$ cat src/rtl/fmul_cdb_buffer.sv
`timescale 1ns/1ps
`default_nettype none
// ============================================================================
//  Module      : fmul_cdb_buffer
//  Description : Issue/writeback wrapper around a pipelined FP multiplier.
//                Accepts tagged ops from the FP reservation station, issues
//                them to the multiplier, re-attaches tags to results through
//                in-order completion and buffers {tag,result,exception} for
//                the CDB behind a valid/ready handshake. Credit based: an op
//                is only issued when a result slot is guaranteed.
//  Option      : FMUL_CDB_BYPASS_EN - present a non-dropped result on the CDB
//                in its mul_done cycle when the FIFO is empty and the CDB is
//                ready, skipping the FIFO.
//  Revision    : 1.0 - initial release
// ============================================================================
module fmul_cdb_buffer #(
    parameter int TAG_W = 6,
    parameter int DEPTH = 8
) (
    input  logic             clk,
    input  logic             rst_n,
    input  logic             req_valid,
    output logic             req_ready,
    input  logic [TAG_W-1:0] req_tag,
    input  logic [31:0]      req_a,
    input  logic [31:0]      req_b,
    input  logic             flush,
    output logic             mul_start,
    output logic [31:0]      mul_a,
    output logic [31:0]      mul_b,
    input  logic [31:0]      mul_result,
    input  logic             mul_done,
    input  logic             mul_exception,
    output logic             cdb_valid,
    input  logic             cdb_ready,
    output logic [TAG_W-1:0] cdb_tag,
    output logic [31:0]      cdb_data,
    output logic             cdb_exc,
    output logic             err_orphan
);

    localparam int c_ptr_w = $clog2(DEPTH);
    localparam int c_cnt_w = c_ptr_w + 1;
    localparam int c_ent_w = TAG_W + 33;
    localparam int c_crd_w = c_cnt_w + 1;
    localparam logic [c_crd_w-1:0] c_depth = c_crd_w'(DEPTH);

    // Tag queue: tags of issued ops still waiting for their mul_done.
    logic [TAG_W-1:0]   tagq_mem_q [DEPTH];
    logic [TAG_W-1:0]   tagq_mem_d [DEPTH];
    logic [c_ptr_w-1:0] tagq_wr_q, tagq_wr_d;
    logic [c_ptr_w-1:0] tagq_rd_q, tagq_rd_d;
    logic [c_cnt_w-1:0] tagq_cnt_q, tagq_cnt_d;

    // Result FIFO: {tag, result, exception} waiting for a CDB grant.
    logic [c_ent_w-1:0] fifo_mem_q [DEPTH];
    logic [c_ent_w-1:0] fifo_mem_d [DEPTH];
    logic [c_ptr_w-1:0] fifo_wr_q, fifo_wr_d;
    logic [c_ptr_w-1:0] fifo_rd_q, fifo_rd_d;
    logic [c_cnt_w-1:0] fifo_cnt_q, fifo_cnt_d;

    // Number of upcoming completions that belong to flushed ops.
    logic [c_cnt_w-1:0] drop_cnt_q, drop_cnt_d;

    logic               mul_start_q, mul_start_d;
    logic [31:0]        mul_a_q, mul_a_d;
    logic [31:0]        mul_b_q, mul_b_d;
    logic               err_orphan_q, err_orphan_d;

    logic [c_crd_w-1:0] w_credits;
    logic               w_accept;
    logic               w_tagq_empty;
    logic               w_tagq_pop;
    logic               w_orphan;
    logic               w_drop;
    logic               w_keep;
    logic               w_fifo_empty;
    logic               w_fifo_full;
    logic               w_fifo_push;
    logic               w_fifo_pop;
    logic [c_ent_w-1:0] w_new_ent;
    logic [c_ent_w-1:0] w_cdb_ent;
`ifdef FMUL_CDB_BYPASS_EN
    logic               w_bypass;
`endif

    // Handshake and completion decode; tag queue entries cover every op
    // between issue and completion, the FIFO covers completed ones.
    always_comb begin
        w_credits    = c_crd_w'(tagq_cnt_q) + c_crd_w'(fifo_cnt_q);
        req_ready    = (w_credits < c_depth) && !flush;
        w_accept     = req_valid && req_ready;
        w_tagq_empty = (tagq_cnt_q == '0);
        w_tagq_pop   = mul_done && !w_tagq_empty;
        w_orphan     = mul_done && w_tagq_empty;
        w_drop       = w_tagq_pop && (drop_cnt_q != '0);
        w_keep       = w_tagq_pop && !w_drop && !flush;
        w_fifo_empty = (fifo_cnt_q == '0);
        w_fifo_full  = (fifo_cnt_q == c_cnt_w'(DEPTH));
        w_fifo_pop   = !w_fifo_empty && cdb_ready;
        w_new_ent    = {tagq_mem_q[tagq_rd_q], mul_result, mul_exception};
`ifdef FMUL_CDB_BYPASS_EN
        w_bypass     = w_keep && w_fifo_empty && cdb_ready;
        w_fifo_push  = w_keep && !w_bypass;
`else
        w_fifo_push  = w_keep;
`endif
    end

    // CDB presentation: FIFO head, or the live completion when bypassing.
    always_comb begin
        w_cdb_ent = '0;
        cdb_valid = 1'b0;
        if (!w_fifo_empty) begin
            w_cdb_ent = fifo_mem_q[fifo_rd_q];
            cdb_valid = 1'b1;
        end
`ifdef FMUL_CDB_BYPASS_EN
        else if (w_bypass) begin
            w_cdb_ent = w_new_ent;
            cdb_valid = 1'b1;
        end
`endif
    end

    assign cdb_tag    = w_cdb_ent[c_ent_w-1 -: TAG_W];
    assign cdb_data   = w_cdb_ent[32:1];
    assign cdb_exc    = w_cdb_ent[0];
    assign mul_start  = mul_start_q;
    assign mul_a      = mul_a_q;
    assign mul_b      = mul_b_q;
    assign err_orphan = err_orphan_q;

    // Tag queue next state: push on accept, pop on every matched completion.
    always_comb begin
        tagq_mem_d = tagq_mem_q;
        tagq_wr_d  = tagq_wr_q;
        tagq_rd_d  = tagq_rd_q;
        if (w_accept) begin
            tagq_mem_d[tagq_wr_q] = req_tag;
            tagq_wr_d             = tagq_wr_q + c_ptr_w'(1);
        end
        if (w_tagq_pop) begin
            tagq_rd_d = tagq_rd_q + c_ptr_w'(1);
        end
        tagq_cnt_d = tagq_cnt_q + c_cnt_w'(w_accept) - c_cnt_w'(w_tagq_pop);
    end

    // Drop accounting: a flush marks everything still owed by the multiplier
    // (after this edge's completion) as garbage to be discarded on arrival.
    always_comb begin
        drop_cnt_d = drop_cnt_q;
        if (flush) begin
            drop_cnt_d = tagq_cnt_q - c_cnt_w'(w_tagq_pop);
        end else if (w_drop) begin
            drop_cnt_d = drop_cnt_q - c_cnt_w'(1);
        end
    end

    // Result FIFO next state; flush empties it outright.
    always_comb begin
        fifo_mem_d = fifo_mem_q;
        fifo_wr_d  = fifo_wr_q;
        fifo_rd_d  = fifo_rd_q;
        fifo_cnt_d = fifo_cnt_q;
        if (flush) begin
            fifo_wr_d  = '0;
            fifo_rd_d  = '0;
            fifo_cnt_d = '0;
        end else begin
            if (w_fifo_push) begin
                fifo_mem_d[fifo_wr_q] = w_new_ent;
                fifo_wr_d             = fifo_wr_q + c_ptr_w'(1);
            end
            if (w_fifo_pop) begin
                fifo_rd_d = fifo_rd_q + c_ptr_w'(1);
            end
            fifo_cnt_d = fifo_cnt_q + c_cnt_w'(w_fifo_push) - c_cnt_w'(w_fifo_pop);
        end
    end

    // Multiplier issue registers and the sticky orphan-completion flag.
    always_comb begin
        mul_start_d  = w_accept;
        mul_a_d      = w_accept ? req_a : mul_a_q;
        mul_b_d      = w_accept ? req_b : mul_b_q;
        err_orphan_d = err_orphan_q || w_orphan;
    end

    // Control state with synchronous active-low reset.
    always_ff @(posedge clk) begin
        if (!rst_n) begin
            tagq_wr_q    <= '0;
            tagq_rd_q    <= '0;
            tagq_cnt_q   <= '0;
            fifo_wr_q    <= '0;
            fifo_rd_q    <= '0;
            fifo_cnt_q   <= '0;
            drop_cnt_q   <= '0;
            mul_start_q  <= 1'b0;
            mul_a_q      <= '0;
            mul_b_q      <= '0;
            err_orphan_q <= 1'b0;
        end else begin
            tagq_wr_q    <= tagq_wr_d;
            tagq_rd_q    <= tagq_rd_d;
            tagq_cnt_q   <= tagq_cnt_d;
            fifo_wr_q    <= fifo_wr_d;
            fifo_rd_q    <= fifo_rd_d;
            fifo_cnt_q   <= fifo_cnt_d;
            drop_cnt_q   <= drop_cnt_d;
            mul_start_q  <= mul_start_d;
            mul_a_q      <= mul_a_d;
            mul_b_q      <= mul_b_d;
            err_orphan_q <= err_orphan_d;
        end
    end

    // Storage arrays need no reset: contents are only visible behind counts.
    always_ff @(posedge clk) begin
        tagq_mem_q <= tagq_mem_d;
        fifo_mem_q <= fifo_mem_d;
    end

    // Credit accounting must make a push into a full FIFO unreachable.
    always_ff @(posedge clk) begin
        if (rst_n && !flush) begin
            assert (!(w_fifo_push && w_fifo_full));
        end
    end

endmodule
`default_nettype wire

$ cat config.mk
export PLATFORM = sky130hd
export DESIGN_NAME = fmul_cdb_buffer
export DESIGN_NICKNAME = d
export VERILOG_FILES = /design/src/rtl/fmul_cdb_buffer.sv
export SDC_FILE = /design/constraint.sdc
export NUM_CORES = 1
export LEC_CHECK = 0
export CAP_MARGIN = 25
export CORE_MARGIN = 2
export CORE_UTILIZATION = 49
export DETAILED_ROUTE_END_ITERATION = 7
export PLACE_DENSITY = 0.84
export SETUP_SLACK_MARGIN = 0.05
export SYNTH_ARGS = -nofsm -noshare
export SYNTH_HDL_FRONTEND = slang
export SYNTH_SLANG_ARGS = --single-unit
$ cat constraint.sdc
create_clock -name clk -period 8.89 [get_ports clk]
set_input_delay 1.778 -clock clk [delete_from_list [all_inputs] [get_ports clk]]
set_output_delay 1.778 -clock clk [all_outputs]
set_load 0.01 [all_outputs]
### Yosys cells after proc, flatten, opt, wreduce, memory -nomap -nowiden

Cells that the tools add are included.

* add/sub/neg operators: 11
* magnitude comparators: 7
* multiplexer cells: 16
* bitwise operators: 6
* reduce and logical (&&, ||, !) cells: 21

Operators with widths (number)
* bitwise mux 312 bit: 1
* two-way mux 39 bit: 4
* binary-select mux 39 bit (select 3 bit): 1
* demux 39 bit (select 3 bit): 1
* bitwise mux 48 bit: 1
* binary-select mux 6 bit (select 3 bit): 1
* demux 6 bit (select 3 bit): 1
* two-way mux 6 bit: 3
* greater-or-equal comparator 4 bit, second input constant: 4
* inverter 3 -> 4 bit: 4
* adder 3 x 1 -> 3 bit, second input constant: 4
* subtractor 4 x 1 -> 4 bit: 3
* logical AND 1 bit: 10
* adder 4 x 1 -> 4 bit: 2
* logical NOT 4 bit: 2
* less-than comparator 4 x 1 -> 1 bit, second input constant: 2
* two-way mux 4 bit: 2
* adder 4 x 4 -> 5 bit: 1
* less-than comparator 5 x 4 -> 1 bit, second input constant: 1
* logical NOT 1 bit: 4
* nonzero test 4 bit: 1
* subtractor 4 x 1 -> 4 bit, second input constant: 1
* inverter 1 bit: 2
* AND reduction 2 bit: 1
* 4 further kinds: 4

* flip-flop bits (word level): 450
* bits of input ports: 109
* output and inout port bits: 107
* logic and storage cells: 88

### Depth between registers and ports, before layout

Gate-level depths: netlist (run 1).

* depth after elaboration: 9
* mapped depth: 13
* depth with buffers taken out: 12

### Worst setup path before layout (run 1)

No wires, ideal clock.

* path type: input port to flip-flop
* from: input port flush
* to: register fifo_mem_q[273] in the netlist's numbering, enable pin
* setup time: 0.533 ns
* data arrival time: 6.207 ns
* data required time: 8.357 ns
* path slack: 2.151 ns
* cell stages on the path: 4
* path buffers: 1
* cell sequence: buf_2 > nor4b_2 > nand3_2 > nor4_1

* longest elaborated chain between the ends: 3
* elaborated cells on any way between the ends: 4
* those cells by class: bitwise (1); reduce/logical (3)

Ends and longest elaborated chain
* start: declaration: RTL line 27 `input logic flush,`
* logical NOT 1 bit
* logical AND 1 bit: RTL line 97 `w_keep = w_tagq_pop && !w_drop && !flush;`
* AND reduction 2 bit (no line) *
* end signal: assignment: RTL line 222 `fifo_mem_q <= fifo_mem_d;`
* end: declaration: RTL line 56 `logic [c_ent_w-1:0] fifo_mem_q [DEPTH];`

Every way passes the cells marked *; elsewhere a longest branch is shown, timed or not.
A chain may end at the register's enable or synchronous reset.

### Final worst setup path (run 1)

* from: register fifo_rd_q[0]
* to: output port cdb_data[31]

* longest elaborated chain between the ends: 5

Ends and longest elaborated chain
* start: declaration: RTL line 59 `logic [c_ptr_w-1:0] fifo_rd_q, fifo_rd_d;`
* start signal: assignment: RTL line 209 `fifo_rd_q <= fifo_rd_d;`
* inverter 3 -> 4 bit (implied by the code): RTL line 115 `w_cdb_ent = fifo_mem_q[fifo_rd_q];`
* binary-select mux 39 bit (select 3 bit): RTL line 115
* two-way mux 39 bit (implied by the code) (2 in series): RTL line 115
* two-way mux 39 bit: RTL line 114 `if (!w_fifo_empty) begin`
* end: declaration: RTL line 37 `output logic [31:0] cdb_data,`

Every way passes these cells. The select of a mux whose other input is x is not followed.

==> impl_metrics.ini, run 1 <==
[power_and_ir_drop]
total_power_mw = 5.73
leakage_nw = 7.22
power_density_nw_per_um2 = 267
ir_drop_mv = 0.219

[clock_tree]
clkTransAtPathRegs_ns = 0.06
htreeDepth = 2
cts_made_buffers = 45
clk_latency_ns = 0.55
cts-resized-gates = 0
cts-root-buf = clkbuf_16
cts_max_path_buffers = 3
cts_sinks = 450
cts_tree = yes
cts_hold_buf = 0
postCtsSetupBuffers = 0

[route]
drc = 0
routed-via-count = 9669
drt-initial-drc-count = 780
wl_um = 36700
avgRoutedWirePerCell_um = 21.6
final_antenna_net_count = 0
vias_per_cell = 5.68
dr.pass1.iters = 5

[outcome]
status = finished clean

[critical_path]
rr_endpoint = tagq_cnt_q[2]
regToRegSetupSlack_ns = 5.66
rr_worst_depth = 12
crit_path_end = cdb_data[31]
cp.required_ns = 7.11
crit_arrival_ns = 3.63
endpoint_kind = primary output
r2r_start = tagq_cnt_q[1]
timing.critical_path.from = fifo_rd_q[0]
cp-start-kind = register
worstPathMaxFanout = 42
path_class = reg2out

[run]
max-cap-violations = 0

[synthesis]
yosysWarnings = 0
synth-edff-count = 360
avgSynthCellArea_um2 = 17.4
syn_area_um2 = 17400
synth_cell_types = 47
syn_inst = 996
synth_fp_nets = 1128
synth-seq-cells = 450
synthArstFlopShare = 0
yosysSeqAreaShare = 0.727
ys.flop_type = edfxtp_1

[finish]
insertedDiodeCount = 0
fin_cells = 1701
multi_input_area_um2 = 4390
drive_gt1_frac = 0.162
postLayoutCellArea_um2 = 21400
final_util = 0.617
final_nets = 1341
fillers = 2414
area.growth.synth_to_final_pct = 23.4
seq_area_um2 = 12600

[grt]
grt_max_degree = 108
grt_use_total = 0.204
grt_pass1_vias = 10200
antenna_found_initial = 2
grt-ovfl-total = 0
grt_pass1_wl_um = 57100

[placement]
port_buffers = 215
dp.cells = 1616
place_worst_setup_slack_ns = 3.64
gp_congestion = 0.757
hpwlAfterDp_um = 21100
dpl-instance-area_um2 = 19900

[sta]
finalWorstSetupSlack_ns = 3.48
final_max_slew_viol_count = 0
tightest_slew_ns = 1.03
hold_viol_final = 0
maxSlewHeadroom = 0.309
hold_slack_ns = 0.445
finClkSkew_ns = 0.0340
final.period_utilization = 0.608
period_needed_ns = 5.41
max_freq_mhz = 185
setup_viol = 0
rsz0062_at_grt = no
fin_tns_setup_ns = 0

[floorplanning]
core_um2 = 34700
dieArea_um2 = 36900
die_y_um = 192
start_util = 0.500
rows = 68
die_width_um = 192
ios = 216

[min_path]
holdCritPathClass = reg2reg
[logic make-up after synthesis]
kind of cell | share of synthesized area
compound gates | 0.0275
xor+xnor | 0.00706
fa+ha+maj | 0.0174
buf+inv | 0.0234
flops | 0.727
mux | 0.122
simple gates | 0.0758
[Yosys cell counts (all sizes together), types with 3 or more instances]
library cell | count | area share
edfxtp | 360 | 0.62
nand3 | 140 | 0.041
dfxtp | 90 | 0.10
mux4 | 90 | 0.12
nand2 | 75 | 0.016
a22o | 39 | 0.020
buf | 39 | 0.014
clkbuf | 25 | 0.0054
ha | 21 | 0.015
inv | 19 | 0.0041
nor2 | 17 | 0.0037
and2 | 10 | 0.0037
xnor2 | 8 | 0.0040
nor3 | 7 | 0.0020
mux2 | 6 | 0.0039
xor2 | 6 | 0.0030
nand2b | 5 | 0.0018
a21oi | 4 | 0.0012
nor2b | 3 | 0.0015
nor4 | 3 | 0.0014
o21a | 3 | 0.0013
or3b | 3 | 0.0015
[layout by cell type, fill, tap and decap left out, types with 9 or more instances in the layout]
master,instances
nand2_1,75
and2_1,9
edfxtp_1,360
mux4_2,88
clkinv_2,9
nor2_1,14
dfxtp_1,88
nand3_1,139
a22o_1,39
ha_1,21
buf_4,15
clkbuf_16,47
inv_1,18
clkdlybuf4s50_1,214
[flip-flops by register name, indices dropped and copies added, names as in the netlist]
signal	cells
tagq_mem_q	48
fifo_cnt_q	4
err_orphan	1
fifo_rd_q	3
fifo_wr_q	3
mul_a	32
fifo_mem_q	312
tagq_wr_q	3
tagq_cnt_q	4
drop_cnt_q	4
mul_start	1
tagq_rd_q	3
mul_b	32
[routing by layer]
| metal | global-route usage | share of wire | wire [µm] | up-vias |
|---|---|---|---|---|
| li1 | - | - | - | 4324 |
| met1 | 0.254 | 0.38 | 14100 | 4873 |
| met2 | 0.354 | 0.50 | 18500 | 417 |
| met3 | 0.0568 | 0.092 | 3360 | 51 |
| met4 | 0.0528 | 0.018 | 672 | 4 |
| met5 | 0 | 0.00074 | 27 | - |
[report_power, final]
part | internal, mW | leakage, nW | switching (mW)
clock network | 1.11 | 0.730 | 0.772
registers | 2.42 | 3.98 | 0.102
logic | 0.685 | 2.51 | 0.643
total | 4.21 | 7.22 | 1.52
[critical path, stage by stage, from the launching register on]
cell,delay [ns]
dfxtp_4,0.92
buf_4,0.72
mux4_2,0.61
a22o_1,0.25
clkdlybuf4s50_1,0.52
[layout make-up]
| class | instances | area share |
|---|---|---|
| sequential | 450 | 0.589 |
| inverter | 19 | 0.00333 |
| multi-input combinational | 463 | 0.205 |
| clock inverter | 22 | 0.0105 |
| clock buffer | 62 | 0.0600 |
| timing repair buffer | 230 | 0.105 |
| tap | 455 | 0.0266 |
[worst min path at each step]
stage,startpoint,end,slack [ns],cells past startpoint
2_1_floorplan,tagq_wr_q[1],tagq_wr_q[1],0.45,2
3_3_place_gp,mul_a[17],mul_a[17],0.44,2
3_5_place_dp,mul_a[18],mul_a[18],0.44,2
4_1_cts,mul_a[18],mul_a[18],0.45,2
5_1_grt,mul_a[15],mul_a[15],0.46,2
6_report,mul_a[18],mul_a[18],0.44,2
(Power assumes the default switching activity.)
==> run 2, diff against run 1 <==
==> constraint.sdc (replaced) <==
create_clock -name clk -period 5 [get_ports clk]
set_input_delay 1 -clock clk [delete_from_list [all_inputs] [get_ports clk]]
set_output_delay 1 -clock clk [all_outputs]
set_load 0.01 [all_outputs]
==> run 2 against run 1 <==
Effect of this change:
- count of clock-buffer cells in the layout fell by 3
- first-iteration DRC count fell by 18%
- clock skew fell by 0.022 ns
- final cell count rose by 0.18%
- sequential share of layout area rose by 0.17 points
==> impl_metrics.ini, run 2 (synthesized netlist as in run 1, its figures left out) <==
[floorplanning]
die_y_um = 192
dieArea_um2 = 36900
die_width_um = 192
core_um2 = 34700
start_util = 0.500
ios = 216
rows = 68

[sta]
setup_viol = 0
period_needed_ns = 4.26
max_freq_mhz = 235
finClkSkew_ns = 0.0122
rsz0062_at_grt = no
hold_viol_final = 0
maxSlewHeadroom = 0.339
final.period_utilization = 0.851
final_max_slew_viol_count = 0
tightest_slew_ns = 0.984
hold_slack_ns = 0.445
fin_tns_setup_ns = 0

[finish]
layout_common_cells = edfxtp_1 (360), clkdlybuf4s50_1 (214), nand3_1 (139)
largest_reg_flops = 312
reg.largest.list = fifo_mem_q (312), tagq_mem_q (48)
final_util = 0.615
final_common_cell = edfxtp_1
largest-register = fifo_mem_q
drive_gt1_frac = 0.155
final_nets = 1344
insertedDiodeCount = 0
area.growth.synth_to_final_pct = 23.0
fillers = 2446

[route]
drc = 0
avgRoutedWirePerCell_um = 21.7
vias_per_cell = 5.70
final_antenna_net_count = 0
wl_um = 36900
drt-initial-drc-count = 641
routed-via-count = 9717
dr.pass1.iters = 5

[power_and_ir_drop]
power_density_nw_per_um2 = 470
leakage_nw = 7.20
ir_drop_mv = 0.391
total_power_mw = 10.0

[clock_tree]
cts_tree = yes
htreeDepth = 2
cts_sinks = 450
cts_made_buffers = 45
cts_hold_buf = 0
cts-root-buf = clkbuf_16
clkTransAtPathRegs_ns = 0.06
cts-resized-gates = 0
postCtsSetupBuffers = 0
clk_latency_ns = 0.55
cts_max_path_buffers = 3

[grt]
antenna_found_initial = 3
grt_max_degree = 84
grt_pass1_vias = 10200
grt_pass1_wl_um = 57200
grt-ovfl-total = 0
grt_use_total = 0.204

[min_path]
holdCritPathClass = reg2reg

[critical_path]
worstPathMaxFanout = 24
endpoint_kind = primary output
cp.required_ns = 4.00
cp-start-kind = register
path_class = reg2out
crit_arrival_ns = 3.26

[placement]
gp_congestion = 0.781
hpwlAfterDp_um = 21600
port_buffers = 215

[run]
max-cap-violations = 0

[outcome]
status = finished clean
## run 2: cell count changes in the layout (fill, tap and decap cells not counted), sizes merged
cell      previous run  this run
clkinv              12        22
clkinvlp             6         0
buf                 16        19
clkbuf              62        59
bufinv               3         1
inv                 20        21
## run 2: per-stage QoR
step | cells | cell area [µm²] | worst slack (ns)
after floorplan | 996 | 17400 | 0.0753
after global placement | 1620 | 20000 | 1.37
after detailed placement | 1620 | 20000 | 1.31
after CTS | 1704 | 21400 | 0.722
after global routing | 1704 | 21400 | 0.596
final | 1704 | 21400 | 0.743
## run 2: area by class of cell
cell class                      instances  area, µm²  area share
Clock inverter                         25        169     0.00791
Clock buffer                           59       1220      0.0572
Inverter                               19       71.3     0.00334
Multi-Input combinational cell        463       4400       0.206
Sequential cell                       450      12600       0.591
Timing Repair Buffer                  233       2310       0.108
Tap cell                              455        569      0.0267
## run 2: power by group
group          internal [mW]  total (mW)  switching [mW]
sequential              4.30        4.46           0.161
clock                   1.78        3.15            1.37
combinational           1.24        2.42            1.18
total                   7.33        10.0            2.71
## run 2: worst max-delay path, cell delays in order (launching register included)
cell and delay, ns:
dfxtp_1 0.34, inv_1 0.07, ha_1 0.20, or3b_1 0.28
nor2b_4 0.78, buf_4 0.33, a22o_1 0.18, clkdlybuf4s50_1 0.54
## run 2: worst paths after layout
path | startpoint | to | slack, ns | cells past startpoint
worst max register to register | tagq_cnt_q[2] | fifo_cnt_q[2] | 2.22 | 10
worst min-delay path | mul_a[3] | mul_a[3] | 0.45 | 2
worst min register to register | mul_a[3] | mul_a[3] | 0.45 | 2
worst max-delay path | fifo_cnt_q[2] | cdb_data[0] | 0.74 | 7
## run 2: routing by layer
metal,GRT usage,wire (µm),vias to the layer above
li1,-,-,4327
met1,0.259,14700,4916
met2,0.351,18400,406
met3,0.0521,2990,62
met4,0.0543,813,6
met5,0,41,-
